<file path="src/rtl/id_to_ex_register.sv">
// ID/EX pipeline register: captures decoded operands/controls, turns
// stall or flush into a bubble, and counts inserted bubbles (saturating).
module id_to_ex_register #(
  parameter int unsigned CNT_WIDTH = 16
) (
  input  logic                 clk_i,
  input  logic                 rst_i,
  input  logic                 stall_ctrl_i,
  input  logic                 flush_ctrl_i,
  input  logic                 cnt_clr_i,
  input  logic [31:0]          pc_plus4_i,
  input  logic [31:0]          rs_data_i,
  input  logic [31:0]          rt_data_i,
  input  logic [31:0]          immed_i,
  input  logic [4:0]           rs_addr_i,
  input  logic [4:0]           rt_addr_i,
  input  logic [4:0]           rd_addr_i,
  input  logic                 reg_dst_ctrl_i,
  input  logic                 reg_write_ctrl_i,
  input  logic                 mem_read_ctrl_i,
  input  logic                 mem_write_ctrl_i,
  input  logic                 mem_to_reg_ctrl_i,
  input  logic                 alu_src_ctrl_i,
  input  logic [2:0]           alu_op_ctrl_i,
  output logic [31:0]          pc_plus4_o,
  output logic [31:0]          rs_data_o,
  output logic [31:0]          rt_data_o,
  output logic [31:0]          immed_o,
  output logic [4:0]           rs_addr_o,
  output logic [4:0]           rt_addr_o,
  output logic [4:0]           reg_write_addr_o,
  output logic                 reg_write_ctrl_o,
  output logic                 mem_read_ctrl_o,
  output logic                 mem_write_ctrl_o,
  output logic                 mem_to_reg_ctrl_o,
  output logic                 alu_src_ctrl_o,
  output logic [2:0]           alu_op_ctrl_o,
  output logic                 valid_o,
  output logic [CNT_WIDTH-1:0] bubble_cnt_o
);

  localparam logic [CNT_WIDTH-1:0] CNT_MAX = '1;

  logic [4:0] dest;
  logic       dest_is_zero;
  logic       bubble;

  // Destination select and bubble decode ahead of capture
  always_comb begin
    dest         = reg_dst_ctrl_i ? rd_addr_i : rt_addr_i;
    dest_is_zero = (dest == 5'd0);
    bubble       = stall_ctrl_i | flush_ctrl_i;
  end

  // Pipeline capture: data always advances, controls squashed on a bubble
  always_ff @(posedge clk_i or posedge rst_i) begin
    if (rst_i) begin
      pc_plus4_o        <= '0;
      rs_data_o         <= '0;
      rt_data_o         <= '0;
      immed_o           <= '0;
      rs_addr_o         <= '0;
      rt_addr_o         <= '0;
      reg_write_addr_o  <= '0;
      reg_write_ctrl_o  <= 1'b0;
      mem_read_ctrl_o   <= 1'b0;
      mem_write_ctrl_o  <= 1'b0;
      mem_to_reg_ctrl_o <= 1'b0;
      alu_src_ctrl_o    <= 1'b0;
      alu_op_ctrl_o     <= '0;
      valid_o           <= 1'b0;
    end else begin
      pc_plus4_o <= pc_plus4_i;
      rs_data_o  <= rs_data_i;
      rt_data_o  <= rt_data_i;
      immed_o    <= immed_i;
      rs_addr_o  <= rs_addr_i;
      rt_addr_o  <= rt_addr_i;
      if (bubble) begin
        reg_write_addr_o  <= '0;
        reg_write_ctrl_o  <= 1'b0;
        mem_read_ctrl_o   <= 1'b0;
        mem_write_ctrl_o  <= 1'b0;
        mem_to_reg_ctrl_o <= 1'b0;
        alu_src_ctrl_o    <= 1'b0;
        alu_op_ctrl_o     <= '0;
        valid_o           <= 1'b0;
      end else begin
        // Writes/loads targeting $0 are dropped so they never look like hazards
        reg_write_addr_o  <= dest;
        reg_write_ctrl_o  <= reg_write_ctrl_i & ~dest_is_zero;
        mem_read_ctrl_o   <= mem_read_ctrl_i & ~dest_is_zero;
        mem_write_ctrl_o  <= mem_write_ctrl_i;
        mem_to_reg_ctrl_o <= mem_to_reg_ctrl_i;
        alu_src_ctrl_o    <= alu_src_ctrl_i;
        alu_op_ctrl_o     <= alu_op_ctrl_i;
        valid_o           <= 1'b1;
      end
    end
  end

  // Saturating bubble counter; clear wins over a concurrent bubble
  always_ff @(posedge clk_i or posedge rst_i) begin
    if (rst_i) begin
      bubble_cnt_o <= '0;
    end else if (cnt_clr_i) begin
      bubble_cnt_o <= '0;
    end else if (bubble && (bubble_cnt_o != CNT_MAX)) begin
      bubble_cnt_o <= bubble_cnt_o + CNT_WIDTH'(1);
    end
  end

endmodule

</file>
<file path="config.mk">
export PLATFORM = sky130hd
export DESIGN_NAME = id_to_ex_register
export DESIGN_NICKNAME = d
export VERILOG_FILES = /design/src/rtl/id_to_ex_register.sv
export SDC_FILE = /design/constraint.sdc
export NUM_CORES = 1
export LEC_CHECK = 0
export BUFFER_PORTS_ARGS = -buffer_cell sky130_fd_sc_hd__buf_2
export CAP_MARGIN = 20
export CORE_AREA = 2 2 125 127
export DETAILED_ROUTE_END_ITERATION = 7
export DIE_AREA = 0 0 127 129
export PLACE_DENSITY = 0.71
export SLEW_MARGIN = 20
export SYNTH_ARGS = -nofsm -noshare
export SYNTH_HDL_FRONTEND = slang
export SYNTH_SLANG_ARGS = --single-unit
</file>
<file path="constraint.sdc">
create_clock -name clk_i -period 9.95 [get_ports clk_i]
set_input_delay 0.4975 -clock clk_i [delete_from_list [all_inputs] [get_ports clk_i]]
set_output_delay 0.4975 -clock clk_i [all_outputs]
set_load 0.03 [all_outputs]
</file>
==> flow_metrics.py <==
metrics = {
    "finish": {
        "layout.nets": 770,
        "multi_input_area_um2": 608.1,
        "nFillCells": 1333,
        "final_util": 0.4876,
        "regArea_um2": 4204,
        "areaGrowthSynthToFinish_pct": 50.03,
        "diodes": 0,
        "final_common_cell": "buf_2",
        "drive_above_1_share": 0.5760,
        "layout_common_cells": "buf_2 (324), dfrtp_1 (168), clkbuf_16 (17)",
    },
    "detailed_routing": {
        "routed.top_layer": "met4",
        "dr.pass1.iters": 4,
        "drc": 0,
        "routedWlPerCell_um": 16.84,
        "vias": 3595,
        "drt_iter0_drc": 189,
        "detail-route-antenna-nets": 0,
        "routed_wl_mm": 13.69,
        "met3_length_mm": 1.119,
        "vias_per_cell": 4.422,
        "drt-met1-wl_mm": 4.866,
        "wl_met2_mm": 7.333,
    },
    "setup_path": {
        "end_kind": "flop",
        "start_kind": "flop",
        "cp.arrival_ns": 2.67,
        "worstPathMaxFanout": 11,
        "crit_required_ns": 10.29,
        "critPathKind": "reg2reg",
    },
    "synthesis": {
        "synth_nets": 433,
        "synth_area_um2": 4867,
        "ys_types": 33,
        "yosysWarnings": 0,
        "synth-seq-cells": 168,
        "synthCells": 275,
        "avgSynthCellArea_um2": 17.70,
        "synth_seq_area_share": 0.8638,
    },
    "global_route": {
        "overflow": 0,
        "grt_max_degree": 96,
        "grt_pass1_vias": 3714,
        "antenna_found_initial": 0,
        "grt_usage": 0.1611,
        "grt_pass1_wl_mm": 19.57,
    },
    "floorplan": {
        "num_rows": 45,
        "floorplan.initialDensity": 0.3250,
        "die-area_um2": 16380,
        "io_pins": 325,
        "die_h_um": 129,
        "fp.dieW_um": 127,
        "core_um2": 14980,
    },
    "timing": {
        "hold_violations": 0,
        "fin_crit_sh": 0.2339,
        "maxSlewViolCount": 0,
        "fin_worst_skew_ns": 0.01039,
        "worst_pin_slew_ns": 0.9473,
        "whs_ns": 0.1818,
        "rsz0062_at_grt": "no",
        "timing.slew.headroom": 0.3685,
        "setup_violations": 0,
        "tns_ns": 0,
        "period_minus_slack_ns": 2.328,
        "clock.fmax_mhz": 429.6,
    },
    "place": {
        "hpwlAfterDp_mm": 10.54,
        "io_buffers": 324,
        "gp_congestion": 0.7950,
    },
    "cts": {
        "post-cts-setup-buffer-count": 0,
        "cts_tree": "built",
        "clk_path_buf_depth": 2,
        "cts_buffers": 17,
        "cts_hold_buf": 0,
        "clk_pin_slew_ns": 0.07,
        "cts.root.buffer_cell": "clkbuf_16",
        "cts-resized-gates": 0,
        "clock-sinks": 168,
        "insertion_delay_ns": 0.42,
        "htreeDepth": 4,
    },
    "power": {
        "ir_drop_uv": 107.2,
        "combPwrFrac": 0.102,
        "p_sw_mw": 0.3960,
        "power_frac_seq": 0.470,
        "power.internal_mw": 1.145,
        "leakage_nw": 3.797,
        "powerDensity_nw_per_um2": 211.0,
        "p_sw_frac": 0.2570,
        "clkPwrFrac": 0.428,
    },
    "job": {
        "max_cap_viol_count": 0,
    },
    "outcome": {
        "outcome": "complete, no violations",
    },
    "min_path": {
        "min_path_type": "in2reg",
    },
}
==> worst paths after layout <==
kind / from / end / slack, ns / cells past startpoint
min in group asynchronous: rst_i / pc_plus4_o[27] / 0.22 / 2
max in group asynchronous: rst_i / pc_plus4_o[21] / 8.20 / 3
setup / recovery: bubble_cnt_o[4] / bubble_cnt_o[11] / 7.62 / 4
hold / removal: rt_data_i[30] / rt_data_o[30] / 0.18 / 1
hold reg to reg: bubble_cnt_o[4] / bubble_cnt_o[4] / 0.58 / 1
setup reg to reg: bubble_cnt_o[4] / bubble_cnt_o[11] / 7.62 / 4
==> synthesized netlist by cell type <==
cell type  number  area (um^2)
a211oi_1        2        15.01
a21oi_1        14        70.07
a311oi_1        1        8.760
a31oi_1         1        6.260
and2_1          6        37.54
and3_1          3        18.77
and4_1          1        8.760
buf_1           1        3.750
buf_2           2        10.01
buf_6           1        11.26
clkbuf_1        3        11.26
dfrtp_1       168         4204
ha_1            1        12.51
inv_1           4        15.01
inv_2           1        3.750
mux2i_1         6        60.06
nand2_1         5        18.77
nand2b_1        2        12.51
nand3_1         6        30.03
nand3b_1        1        7.510
nand4_1         4        25.02
nor2_1          8        30.03
nor3_1          1        5.000
nor4_1          2        12.51
nor4_2          1        12.51
o2111a_1        1        11.26
o21ai_0         2        10.01
o21ai_1         1        5.000
o21bai_1        1        7.510
o31ai_1        10        75.07
or2_1           1        6.260
or3_1           3        18.77
or4_1          11        82.58
==> per-layer routing <==
| layer | up-vias | GRT usage |
|---|---|---|
| met5 | - | 0 |
| met4 | 0 | 0.07886 |
| met3 | 30 | 0.06403 |
| met2 | 172 | 0.2726 |
| met1 | 1775 | 0.1784 |
| li1 | 1618 | - |
==> flip-flops by register name, summed over array words and instances, names as in the netlist <==
| register | cells |
|---|---|
| alu_op_ctrl_o | 3 |
| alu_src_ctrl_o | 1 |
| bubble_cnt_o | 16 |
| immed_o | 32 |
| mem_read_ctrl_o | 1 |
| mem_to_reg_ctrl_o | 1 |
| mem_write_ctrl_o | 1 |
| pc_plus4_o | 32 |
| reg_write_addr_o | 5 |
| reg_write_ctrl_o | 1 |
| rs_addr_o | 5 |
| rs_data_o | 32 |
| rt_addr_o | 5 |
| rt_data_o | 32 |
| valid_o | 1 |
==> layout make-up <==
class,instances,share of cell area
sequential,168,0.5757
timing repair buffer,325,0.2231
multi-input combinational,95,0.08328
clock buffer,18,0.06014
tap,188,0.03221
clock inverter,14,0.02228
inverter,5,0.003256
==> worst max-delay path: stages (launching register included) <==
cell	delay, ns
dfrtp_1	0.44
nand4_1	0.37
or4_1	0.74
or4_1	0.54
a21oi_1	0.15
==> stage by stage <==
step / instances / setup WS [ns] / power [mW] / instance area, um^2
2_1_floorplan: 275 / 4.906 / 0.8220 / 4867
3_3_place_gp: 781 / 7.484 / 0.8930 / 6700
3_5_place_dp: 781 / 7.404 / 0.8972 / 6700
4_1_cts: 813 / 7.625 / 1.560 / 7302
5_1_grt: 813 / 7.458 / 1.598 / 7302
6_report: 813 / 7.622 / 1.541 / 7302
==> kinds of logic after synthesis <==
family	synth area share
buffers and inverters	0.01131
adders and majority gates	0.002570
muxes	0.01234
and+or+nand+nor	0.06710
AOI/OAI and AO/OA	0.04293
DFF	0.8638
==> power groups by stage <==
stage,Sequential [mW],Combinational (mW),Clock [mW]
4_1_cts,0.724,0.161,0.675
2_1_floorplan,0.804,0.0181,0
3_3_place_gp,0.736,0.157,0
3_5_place_dp,0.737,0.160,0
6_report,0.724,0.158,0.659
5_1_grt,0.727,0.168,0.704
Power figures use the tool's default switching activity.
